==> src/rtl/dfr_result_streamer.sv <==
`default_nettype none
// ============================================================================
// Module   : dfr_result_streamer
// Brief    : Drains DFR output memory (port B, 1-cycle latency) as an AXI4-Stream
//            packet with full backpressure and TLAST. Optional macro
//            DFR_RESULT_STREAMER_TUSER_EN adds m_axis_tuser (per-beat sample index).
// Revision : 1.0
// ============================================================================
module dfr_result_streamer #(
    parameter int ADDR_WIDTH = 14,
    parameter int DATA_WIDTH = 32
) (
    input  logic                  clk,
    input  logic                  rst,
    input  logic                  start,
    input  logic [ADDR_WIDTH-1:0] num_samples,
    output logic                  busy,
    output logic                  done,
    output logic [ADDR_WIDTH-1:0] mem_addr,
    output logic                  mem_en,
    input  logic [DATA_WIDTH-1:0] mem_data,
    output logic [DATA_WIDTH-1:0] m_axis_tdata,
    output logic                  m_axis_tvalid,
    input  logic                  m_axis_tready,
`ifdef DFR_RESULT_STREAMER_TUSER_EN
    output logic [ADDR_WIDTH-1:0] m_axis_tuser,
`endif
    output logic                  m_axis_tlast
);

    typedef enum logic [1:0] {
        S_IDLE   = 2'd0,
        S_STREAM = 2'd1,
        S_FINISH = 2'd2
    } state_t;

    localparam logic [ADDR_WIDTH-1:0] C_ONE = ADDR_WIDTH'(1);

    state_t                state_q, state_d;
    logic [ADDR_WIDTH-1:0] len_q, len_d;
    logic [ADDR_WIDTH-1:0] rd_cnt_q, rd_cnt_d;
    logic [ADDR_WIDTH-1:0] tx_cnt_q, tx_cnt_d;
    logic [ADDR_WIDTH-1:0] infl_idx_q, infl_idx_d;
    logic                  infl_q, infl_d;

    logic [DATA_WIDTH-1:0] buf_data_q [2];
    logic [1:0]            buf_last_q;
`ifdef DFR_RESULT_STREAMER_TUSER_EN
    logic [ADDR_WIDTH-1:0] buf_user_q [2];
`endif
    logic                  wr_ptr_q;
    logic                  rd_ptr_q;
    logic [1:0]            count_q;

    logic                  w_pop;
    logic                  w_push;
    logic                  w_issue;
    logic [2:0]            w_occ;

    assign w_pop  = (count_q != 2'd0) && m_axis_tready;
    assign w_push = infl_q;
    // Occupancy after this cycle's pop: buffered entries plus the read in flight.
    assign w_occ  = {1'b0, count_q} + {2'b00, infl_q} - {2'b00, w_pop};

    always_comb begin
        state_d    = state_q;
        len_d      = len_q;
        rd_cnt_d   = rd_cnt_q;
        tx_cnt_d   = tx_cnt_q;
        infl_d     = 1'b0;
        infl_idx_d = infl_idx_q;
        w_issue    = 1'b0;
        busy       = 1'b1;
        done       = 1'b0;
        case (state_q)
            S_IDLE: begin
                busy = 1'b0;
                if (start) begin
                    len_d    = num_samples;
                    rd_cnt_d = '0;
                    tx_cnt_d = '0;
                    state_d  = (num_samples == '0) ? S_FINISH : S_STREAM;
                end
            end
            S_STREAM: begin
                if ((rd_cnt_q < len_q) && (w_occ < 3'd2)) begin
                    w_issue    = 1'b1;
                    infl_d     = 1'b1;
                    infl_idx_d = rd_cnt_q;
                    rd_cnt_d   = rd_cnt_q + C_ONE;
                end
                if (w_pop) begin
                    tx_cnt_d = tx_cnt_q + C_ONE;
                    if (tx_cnt_q == len_q - C_ONE) begin
                        state_d = S_FINISH;
                    end
                end
            end
            S_FINISH: begin
                done    = 1'b1;
                state_d = S_IDLE;
            end
            default: state_d = S_IDLE;
        endcase
    end

    always_ff @(posedge clk or posedge rst) begin
        if (rst) begin
            state_q    <= S_IDLE;
            len_q      <= '0;
            rd_cnt_q   <= '0;
            tx_cnt_q   <= '0;
            infl_q     <= 1'b0;
            infl_idx_q <= '0;
        end else begin
            state_q    <= state_d;
            len_q      <= len_d;
            rd_cnt_q   <= rd_cnt_d;
            tx_cnt_q   <= tx_cnt_d;
            infl_q     <= infl_d;
            infl_idx_q <= infl_idx_d;
        end
    end

    // Two-entry output buffer; the read in flight always has a free slot reserved.
    always_ff @(posedge clk or posedge rst) begin
        if (rst) begin
            for (int i = 0; i < 2; i++) begin
                buf_data_q[i] <= '0;
`ifdef DFR_RESULT_STREAMER_TUSER_EN
                buf_user_q[i] <= '0;
`endif
            end
            buf_last_q <= '0;
            wr_ptr_q   <= 1'b0;
            rd_ptr_q   <= 1'b0;
            count_q    <= 2'd0;
        end else begin
            if (w_push) begin
                buf_data_q[wr_ptr_q] <= mem_data;
                buf_last_q[wr_ptr_q] <= (infl_idx_q == len_q - C_ONE);
`ifdef DFR_RESULT_STREAMER_TUSER_EN
                buf_user_q[wr_ptr_q] <= infl_idx_q;
`endif
                wr_ptr_q <= ~wr_ptr_q;
            end
            if (w_pop) begin
                rd_ptr_q <= ~rd_ptr_q;
            end
            count_q <= count_q + {1'b0, w_push} - {1'b0, w_pop};
        end
    end

    assign mem_en        = w_issue;
    assign mem_addr      = rd_cnt_q;
    assign m_axis_tvalid = (count_q != 2'd0);
    assign m_axis_tdata  = buf_data_q[rd_ptr_q];
    assign m_axis_tlast  = m_axis_tvalid & buf_last_q[rd_ptr_q];
`ifdef DFR_RESULT_STREAMER_TUSER_EN
    assign m_axis_tuser  = buf_user_q[rd_ptr_q];
`endif

endmodule
`default_nettype wire

==> config.mk <==
export PLATFORM = sky130hd
export DESIGN_NAME = dfr_result_streamer
export DESIGN_NICKNAME = d
export VERILOG_FILES = /design/src/rtl/dfr_result_streamer.sv
export SDC_FILE = /design/constraint.sdc
export NUM_CORES = 1
export LEC_CHECK = 0
export ABC_CLOCK_PERIOD_IN_PS = 4200
export CORE_UTILIZATION = 49
export DETAILED_ROUTE_END_ITERATION = 6
export PLACE_DENSITY = 0.78
export SYNTH_ARGS = -nofsm -noshare
export SYNTH_HDL_FRONTEND = slang
export SYNTH_SLANG_ARGS = --single-unit
==> constraint.sdc <==
create_clock -name clk -period 4.2 [get_ports clk]
set_input_delay 0.84 -clock clk [delete_from_list [all_inputs] [get_ports clk]]
set_output_delay 0.84 -clock clk [all_outputs]
set_load 0.01 [all_outputs]
======== Word-level counts from Yosys, hierarchy flattened ========
Cells that the tools add are included.
cells by class
  add/subtract/negate cells ............... 7
  magnitude comparators ................... 8
  equal/unequal tests ..................... 8
  multiplexer cells ....................... 25
  bitwise gates (word level) .............. 5
  reduce and logical (&&, ||, !) cells .... 13
operator list
  kind                                                 number
  2-to-1 mux 32 bit                                    4
  bitwise mux 64 bit                                   1
  case mux 14 bit (2 select lines)                     2
  2-to-1 mux 14 bit                                    3
  demux 32 bit (select 1 bit)                          1
  adder 14 x 1 -> 14 bit (second input constant)       2
  == test 14 bit                                       2
  zero test 14 bit                                     1
  < comparator 14 bit                                  1
  subtractor 14 x 1 -> 14 bit (second input constant)  1
  AND reduction 3 bit                                  3
  2-to-1 mux 2 bit                                     4
  != test 2 bit (second input constant)                4
  2-to-1 mux 1 bit                                     7
  >= comparator 2 bit (second input constant)          2
  logical AND 1 bit                                    4
  < comparator 1 x 2 -> 1 bit (second input constant)  2
  inverter 1 -> 2 bit                                  2
  case mux 2 bit (2 select lines)                      1
  AND reduction 2 bit                                  2
  nonzero test 2 bit                                   2
  adder 2 x 1 -> 3 bit                                 1
  < comparator 3 x 2 -> 1 bit (second input constant)  1
  subtractor 3 x 1 -> 3 bit                            1
  other kinds (11)                                     12
storage, ports and cells
  flip-flop bits (word level) ............. 129
  input bits .............................. 50
  output and inout port bits .............. 51
  word-level logic and storage cells ...... 78

======== Logic depth before layout (Yosys ltp) ========
Gate-level depths: netlist of run 1.
  depth after elaboration ................. 7
  depth in mapped cells ................... 14
  mapped depth without buffers ............ 12

======== Worst setup path before layout of run 1 ========
OpenSTA, ideal clock, no wires.
  kind .................................... input port to output port
  from .................................... input port m_axis_tready
  to ...................................... output port mem_en
  arrival ................................. 3114 ps
  required time ........................... 3360 ps
  setup slack ............................. 246 ps
  stages on the path ...................... 12
  path buffers ............................ 2
  path through ............................ o21ai_0 -> inv_1 -> ha_1 -> inv_1 -> ha_1 -> fa_1 -> nor3_1 -> o2111ai_1 -> a21o_1 -> clkbuf_1 -> clkinv_1 -> clkbuf_1
on the way
  word-level cells in the longest chain between the ends .. 6
RTL lines
  what                         RTL line  RTL
  start: declaration           24        input logic m_axis_tready,
  logical AND 1 bit            60        assign w_pop = (count_q != 2'd0) && m_axis_tready;
  net w_pop                    55        logic w_pop;
  subtractor 3 x 1 -> 3 bit    63        assign w_occ = {1'b0, count_q} + {2'b00, infl_q} - {2'b00, w_pop};
  net w_occ[1]                 58        logic [2:0] w_occ;
  < comparator 3 x 2 -> 1 bit  86        if ((rd_cnt_q < len_q) && (w_occ < 3'd2)) begin
  logical AND 1 bit            86
  2-to-1 mux 1 bit             86
  2-to-1 mux 1 bit             75        case (state_q)
  end: declaration             20        output logic mem_en,
The timed path passes the listed nets, and every way through them passes these cells.

======== Worst setup path in the final report of run 1 ========
Ends and elaborated chain as after synthesis.

==> PnR_summary.wiki, run 1 <==
{| class="wikitable"
! Metric !! Value
|-
| Number of hold violations in the final report || 0
|-
| Synthesized-area fraction occupied by ao, oa, aoi and oai cells || 0.0790
|-
| CTS root buf || sky130_fd_sc_hd__clkbuf_16
|-
| Count of pins on the block boundary || ~100
|-
| Count of fill cells added during filler insertion || 1061
|-
| Worst vdd ir || 0.000317 V
|-
| Final critical-path share of the clock period || 0.956
|-
| Switching share of power || 0.341
|-
| Total number of yosys warnings || 0
|-
| ANT nets after route || 0
|-
| Post-synthesis xor/xnor area fraction || 0.0621
|-
| Global-route wire length before repair || ~26 mm
|-
| Clock power share || 0.234
|-
| Combined area of all synthesized cells || roughly 0.0068 mm2
|-
| Hold buffers post-CTS || 0
|-
| Count of routing violations after the opening detailed-route iteration || 388
|-
| Total wire length || approximately 15 mm
|-
| Total overflow reported by the global router || 0
|-
| Portion of netlist area occupied by mux cells || 0.166
|-
| Class of the worst hold path || reg2reg
|-
| Dpl ws || -0.239 ns
|-
| Most common cell after layout, fill and taps aside || sky130_fd_sc_hd__dfrtp_1
|-
| Total number of nets in the final design || 803
|-
| P&R area growth vs syn || 25.3%
|-
| Latest clock arrival within the worst-skew pair || 0.42 ns
|-
| Share of post-route cells with drive strength above 1 || 0.204
|-
| Most frequent cells in the layout || sky130_fd_sc_hd__dfrtp_1, sky130_fd_sc_hd__clkdlybuf4s50_1, sky130_fd_sc_hd__mux2_2, sky130_fd_sc_hd__nand2_1, sky130_fd_sc_hd__o21ai_0
|-
| Distinct cell type count after synthesis || 55
|-
| Overall Power || 0.00596 W
|-
| Clock tree from TritonCTS || done
|-
| Sequential fraction of the synthesis area || 0.477
|-
| Post-synthesis instance total || between 600 and 700
|-
| Pin slew with the least headroom to its limit || 0.851 ns
|-
| Relative slew slack || 0.433
|-
| DIE AREA || around 0.014 mm2
|-
| Final period demand of the worst path || 4.01 ns
|-
| Synthesized-area fraction occupied by adder cells || 0.0362
|-
| Worst Path Class, Setup || in2out
|-
| Number of max-slew violations in the final report || 0
|-
| Post-synth ARST share || 1.00
|-
| Max-capacitance violation count || 0
|-
| Clock skew || between 0.008 and 0.009 ns
|-
| Main combinational cell family by area after synthesis || multiplexers
|-
| CTS buffer count || 17
|-
| Max Fanout on Critical Path || 2
|-
| Highest clock rate || ~0.25 GHz
|-
| Count of input and output buffers || 100
|-
| Required time of the critical path || 3.36 ns
|-
| Synthesized area per cell || 10.6 um2
|-
| CTS Sinks || ~130
|-
| Part of the power in registers || 0.343
|-
| Hold Worst Slack || between 0.4 and 0.5 ns
|-
| Final critical-path setup slack || 0.186 ns
|-
| Post-synth net total || 708
|-
| Die height || about 120 um
|-
| Setup repair after global routing missed its margin || no
|-
| Core area || approximately 0.013 mm2
|-
| Global router's overall resource usage || 0.233
|-
| Internal Dissipation || between 0.003 and 0.004 W
|-
| Number of optimization iterations in the first detailed-route pass || 5
|-
| Die W || 120 um
|-
| Number of diodes || 0
|-
| Std-Cell Rows || 42
|-
| Number of H-tree levels || 4
|-
| Number of buffers inserted by post-CTS setup repair || 0
|-
| Worst Setup End Kind || output pin
|-
| #FFs+latches synth || 129
|-
| Crit path launch type || primary input
|-
| Maximum number of pins on one net before global-route repair || 65
|-
| Endpoint arrival time on the critical path || 3.17 ns
|-
| Combinational share of power || 0.423
|-
| Predominant post-synthesis flop cell || sky130_fd_sc_hd__dfrtp_1
|-
| Ratio of total power to cell area || 703 mW/mm2
|-
| Initial antenna violation count || 0
|-
| DRC errors left || 0
|-
| Outcome || completed
|-
| Leakage || 3.63 nW
|-
| Number of global-route vias before repair || 5374
|-
| Share of synthesized cell area in and, or, nand and nor gates || 0.137
|-
| Global placer's final weighted congestion || about 0.89
|-
| Number of enable flip-flop cells after synthesis || 0
|-
| Setup violations, final || 0
|-
| HPWL reported at the end of detailed placement || 10.8 mm
|-
| Routed vias || 5113
|-
| Average vias per placed instance || 5.55
|-
| WL/cell || approximately 17 um
|-
| Clock edge transition at the registers on the reported setup and hold paths || 0.05 ns
|-
| Initial cell density of the core || 0.507
|-
| Maximum root-to-sink buffer count || 2
|-
| Net switching power || between 0.002 and 0.0025 W
|}
cell families after synthesis:
kind of cell,count (synthesis)
adders and majority gates,19
AOI/OAI and AO/OA,90
DFF,129
buffers and inverters,64
and+or+nand+nor,189
xor gates and xnor gates,48
muxes,100
stage by stage:
stage | utilization | std cells | TNS [ns] | instance area (um2)
3_5_place_dp | 0.592 | 891 | -0.239 | 7900
3_3_place_gp | 0.592 | 891 | -0.206 | 7900
2_1_floorplan | - | 639 | 0 | 6770
5_1_grt | 0.635 | 922 | 0 | 8480
6_report | 0.635 | 922 | 0 | 8480
4_1_cts | 0.635 | 922 | 0 | 8480
cells in the mapped netlist (13+ instances only):
| library cell | count | area share |
|---|---|---|
| sky130_fd_sc_hd__nand2_1 | 82 | 0.045 |
| sky130_fd_sc_hd__ha_1 | 18 | 0.033 |
| sky130_fd_sc_hd__nor2_1 | 26 | 0.014 |
| sky130_fd_sc_hd__dfrtp_1 | 129 | 0.48 |
| sky130_fd_sc_hd__inv_1 | 29 | 0.016 |
| sky130_fd_sc_hd__o21ai_0 | 41 | 0.030 |
| sky130_fd_sc_hd__a21oi_1 | 21 | 0.016 |
| sky130_fd_sc_hd__nor3_1 | 13 | 0.0096 |
| sky130_fd_sc_hd__xor2_1 | 20 | 0.026 |
| sky130_fd_sc_hd__nand3_1 | 19 | 0.014 |
| sky130_fd_sc_hd__clkbuf_1 | 23 | 0.013 |
| sky130_fd_sc_hd__or3_1 | 13 | 0.012 |
| sky130_fd_sc_hd__xnor2_1 | 28 | 0.036 |
| sky130_fd_sc_hd__mux2_2 | 97 | 0.16 |
worst paths after layout:
check                               from              to  slack (ns)  cells after the start
setup / recovery           m_axis_tready          mem_en        0.19                     12
hold / removal             buf_last_q[0]   buf_last_q[0]        0.48                      2
setup reg to reg              count_q[1]     mem_addr[6]        1.11                     12
hold reg to reg            buf_last_q[0]   buf_last_q[0]        0.48                      2
max in group asynchronous            rst   buf_data_q[2]        2.48                      3
min in group asynchronous            rst  buf_data_q[26]        0.83                      2
power by group through the flow:
| stage | clock network, W | registers, W | logic [W] |
|---|---|---|---|
| after global placement | 0 | 0.00201 | 0.00243 |
| after floorplan | 0 | 0.00189 | 0.00175 |
| after detailed placement | 0 | 0.00206 | 0.00251 |
| final | 0.00139 | 0.00204 | 0.00252 |
| after CTS | 0.00142 | 0.00204 | 0.00254 |
| after global routing | 0.00148 | 0.00211 | 0.00274 |
registers in the layout (all words and copies together), names as in the netlist:
signal and cells:
wr_ptr_q 1, buf_data_q 64, buf_last_q 2, tx_cnt_q 14, rd_ptr_q 1, count_q 2
mem_addr 14, infl_idx_q 14, infl_q 1, len_q 14, state_q 2
layout make-up:
cell class,count,area [um2],share of cell area
Timing Repair Buffer,109,1080,0.127
Clock buffer,24,492,0.0580
Multi-Input combinational cell,446,3270,0.385
Inverter,31,120,0.0142
Tap cell,176,220,0.0260
Clock inverter,7,76.3,0.00900
Sequential cell,129,3230,0.381
worst max-delay path, cell delays in order:
cell and delay [ns]:
sky130_fd_sc_hd__clkdlybuf4s50_1 0.41, sky130_fd_sc_hd__o21ai_2 0.07, sky130_fd_sc_hd__inv_1 0.06, sky130_fd_sc_hd__ha_1 0.27, sky130_fd_sc_hd__inv_1 0.04, sky130_fd_sc_hd__ha_2 0.17, sky130_fd_sc_hd__fa_1 0.51, sky130_fd_sc_hd__nor3_2 0.22
sky130_fd_sc_hd__o2111ai_2 0.18, sky130_fd_sc_hd__a21o_1 0.22, sky130_fd_sc_hd__clkinv_1 0.06, sky130_fd_sc_hd__clkbuf_2 0.12
routing by layer:
metal,track usage,vias to the layer above,routed length (um)
li1,-,2411,-
met1,0.297,2519,6790
met2,0.388,152,7340
met3,0.0418,31,738
met4,0.104,0,360
met5,0,-,0
timing repair:
| action | in CTS | in global routing |
|---|---|---|
| pin swaps | 0 | 2 |
| setup endpoints to repair | 1 | 1 |
| resized for setup | 3 | 5 |
Power figures use the tool's default switching activity.
==> inputs of run 2 (changes only) <==
--- a/config.mk
+++ b/config.mk
@@ -9,6 +9,7 @@
 export CORE_UTILIZATION = 49
 export DETAILED_ROUTE_END_ITERATION = 6
 export PLACE_DENSITY = 0.78
+export SKIP_LAST_GASP = 1
 export SYNTH_ARGS = -nofsm -noshare
 export SYNTH_HDL_FRONTEND = slang
 export SYNTH_SLANG_ARGS = --single-unit
==> results of run 2 <==
Same layout as run 1: the final DEF is identical, and so are final timing and power.
==> inputs of run 3 (changes only) <==
--- a/config.mk
+++ b/config.mk
@@ -6,9 +6,9 @@
 export NUM_CORES = 1
 export LEC_CHECK = 0
 export ABC_CLOCK_PERIOD_IN_PS = 4200
-export CORE_UTILIZATION = 49
+export CORE_UTILIZATION = 41
 export DETAILED_ROUTE_END_ITERATION = 6
-export PLACE_DENSITY = 0.78
+export PLACE_DENSITY = 0.68
 export SKIP_LAST_GASP = 1
 export SYNTH_ARGS = -nofsm -noshare
 export SYNTH_HDL_FRONTEND = slang
==> run 3 against run 2 <==
Net effect: non-clock buffer count increased by 2; clock power increased by 3%; cell count increased by 4.7%; first-iteration DRC count decreased by 46%; register-to-register slack got worse by 0.05 ns; sequential share of layout area decreased by 0.32 points; clock skew increased by 0.0046 ns; sequential power about the same; power increased by 0.57%; maximum frequency decreased by 0.65%; clock-buffer cell count decreased by 4; critical endpoint unchanged; largest cell class unchanged.
==> PnR_summary.wiki, run 3 (synthesized netlist as in run 1, its figures left out) <==
{| class="wikitable"
! Metric !! Value
|-
| Average vias per placed instance || 5.27
|-
| Setup violations, final || 0
|-
| Number of hold violations in the final report || 0
|-
| Relative slew slack || 0.377
|-
| Max Fanout on Critical Path || 2
|-
| Class of the worst hold path || reg2reg
|-
| Hold Worst Slack || 0.486 ns
|-
| Number of max-slew violations in the final report || 0
|-
| CTS buffer count || 17
|-
| Number of optimization iterations in the first detailed-route pass || 5
|-
| Outcome || completed
|-
| Standard cell area after detailed placement || 0.00796 mm2
|-
| Clock tree from TritonCTS || done
|-
| Share of post-route cells with drive strength above 1 || 0.206
|-
| Fin Setup TNS || 0 ns
|-
| Max-capacitance violation count || 0
|-
| HPWL reported at the end of detailed placement || roughly 11 mm
|-
| Most frequent cells in the layout || sky130_fd_sc_hd__dfrtp_1, sky130_fd_sc_hd__clkdlybuf4s50_1, sky130_fd_sc_hd__mux2_2, sky130_fd_sc_hd__nand2_1, sky130_fd_sc_hd__o21ai_0
|-
| Count of input and output buffers || 100
|-
| Core area || 0.0160 mm2
|-
| Clock power share || 0.239
|-
| Number of H-tree levels || 4
|-
| WL/cell || 16.0 um
|-
| Cell total after placement || slightly above 900
|-
| Clock edge transition at the registers on the reported setup and hold paths || 0.06 ns
|-
| Initial antenna violation count || 0
|-
| Worst Setup End Kind || output pin
|-
| Cells along the critical path || clkdlybuf4s50_1, o21ai_1, inv_1, ha_1, inv_1, ha_1, fa_1, nor3_2, o2111ai_2, a21o_1, clkinv_1, clkbuf_2
|-
| Worst vdd ir || approximately 0.00043 V
|-
| Latest clock arrival within the worst-skew pair || 0.42 ns
|-
| Final critical-path share of the clock period || 0.962
|-
| CTS root buf || sky130_fd_sc_hd__clkbuf_16
|-
| Count of routing violations after the opening detailed-route iteration || 210
|-
| Hold buffers post-CTS || 0
|-
| Required time of the critical path || 3.36 ns
|-
| DRC errors left || 0
|-
| Internal Dissipation || 0.00395 W
|-
| Endpoint arrival time on the critical path || 3.20 ns
|-
| Total number of nets in the final design || 805
|-
| Highest clock rate || 0.248 GHz
|-
| Max stage delay on crit path || 0.51 ns
|-
| Crit path launch type || primary input
|-
| Initial cell density of the core || 0.423
|-
| Std-Cell Rows || 46
|-
| Worst Path Class, Setup || in2out
|-
| Summed area of non-filler cells in the final layout || 0.00855 mm2
|-
| Total wire length || 15.4 mm
|-
| ANT nets after route || 0
|-
| Met2 Wirelength || around 7.2 mm
|-
| Die height || 130 um
|-
| Met3 layer wire length in the routed design || slightly below 1 mm
|-
| Register bank with the most flops || buf_data_q
|-
| Final period demand of the worst path || 4.04 ns
|-
| Count of pins on the block boundary || 101
|-
| Maximum number of pins on one net before global-route repair || 50
|-
| Bufs and invs on worst path || 5
|-
| DIE AREA || between 0.015 and 0.02 mm2
|-
| Number of diodes || 0
|-
| Ratio of total power to cell area || 701 mW/mm2
|-
| Critical-path top delay cell || sky130_fd_sc_hd__fa_1
|-
| Combinational share of power || 0.421
|-
| Net switching power || about 0.002 W
|-
| Met1 wire length || 7.03 mm
|-
| Maximum root-to-sink buffer count || 2
|-
| Leakage || 3.64 nW
|-
| Switching share of power || 0.342
|-
| Global router's overall resource usage || 0.193
|-
| Most common cell after layout, fill and taps aside || sky130_fd_sc_hd__dfrtp_1
|-
| Part of the power in registers || 0.340
|-
| Total overflow reported by the global router || 0
|-
| P&R area growth vs syn || 26.4%
|-
| CTS Sinks || 129
|-
| Routed vias || 5089
|-
| Setup repair after global routing missed its margin || no
|-
| Clock skew || ~0.013 ns
|-
| Max FFs per register || 64
|-
| Top Family by Delay on Critical Path || adder cells
|-
| Global placer's final weighted congestion || about 0.84
|-
| Non-filler cells in the finished layout || 965
|-
| Number of global-route vias before repair || 5122
|-
| Pin slew with the least headroom to its limit || 0.932 ns
|-
| Die W || 130 um
|-
| Top metal layer carrying routed signals || met4
|-
| Global-route wire length before repair || ~25 mm
|}
## run 3: area by class of cell
cell class | count | area [um2]
Tap cell | 216 | 270
Sequential cell | 129 | 3230
Multi-Input combinational cell | 446 | 3260
Clock inverter | 12 | 135
Timing Repair Buffer | 111 | 1090
Fill cell | 1402 | 7450
Inverter | 31 | 120
Clock buffer | 20 | 447
## run 3: layer usage
layer,GRT usage,vias to the layer above
met1,0.240,2473
met3,0.0517,19
met5,0,-
li1,-,2424
met4,0.0669,0
met2,0.322,173
## run 3: power groups by stage
stage	logic [W]	clock network [W]	registers (W)
6_report	0.00253	0.00143	0.00204
5_1_grt	0.00277	0.00152	0.00211
4_1_cts	0.00254	0.00147	0.00204
3_5_place_dp	0.00251	0	0.00206
3_3_place_gp	0.00245	0	0.00201
2_1_floorplan	0.00175	0	0.00189
## run 3: through the flow
| stage | utilization | power (W) | setup WS, ns |
|---|---|---|---|
| 6_report | 0.534 | 0.00600 | 0.160 |
| 2_1_floorplan | - | 0.00364 | 0.246 |
| 4_1_cts | 0.534 | 0.00605 | 0.0722 |
| 3_3_place_gp | 0.497 | 0.00446 | -0.221 |
| 5_1_grt | 0.534 | 0.00640 | 0.00994 |
| 3_5_place_dp | 0.497 | 0.00457 | -0.207 |
## run 3: final timing paths
path	startpoint	to	slack, ns	cells past startpoint
max reg2reg	count_q[1]	mem_addr[6]	1.06	12
min	buf_last_q[1]	buf_last_q[1]	0.49	2
min reg2reg	buf_last_q[1]	buf_last_q[1]	0.49	2
max in group asynchronous	rst	tx_cnt_q[13]	2.33	3
max	m_axis_tready	mem_en	0.16	12
min in group asynchronous	rst	buf_data_q[57]	0.97	2
## run 3: worst register-to-register path: stages, from the launching register on
cell and delay (ns):
sky130_fd_sc_hd__dfrtp_1 0.40, sky130_fd_sc_hd__o21ai_1 0.16, sky130_fd_sc_hd__inv_1 0.06, sky130_fd_sc_hd__ha_1 0.27, sky130_fd_sc_hd__inv_1 0.04, sky130_fd_sc_hd__ha_1 0.19, sky130_fd_sc_hd__fa_1 0.51, sky130_fd_sc_hd__nor3_2 0.21
sky130_fd_sc_hd__o2111ai_2 0.18, sky130_fd_sc_hd__a21o_1 0.23, sky130_fd_sc_hd__buf_4 0.24, sky130_fd_sc_hd__or4_1 0.50, sky130_fd_sc_hd__nand2_1 0.08
## run 3: timing repair
item,4_1_cts,5_1_grt
setup endpoints to repair,1,1
resized for setup,3,3
pin swaps,0,2
setup buffers,0,1
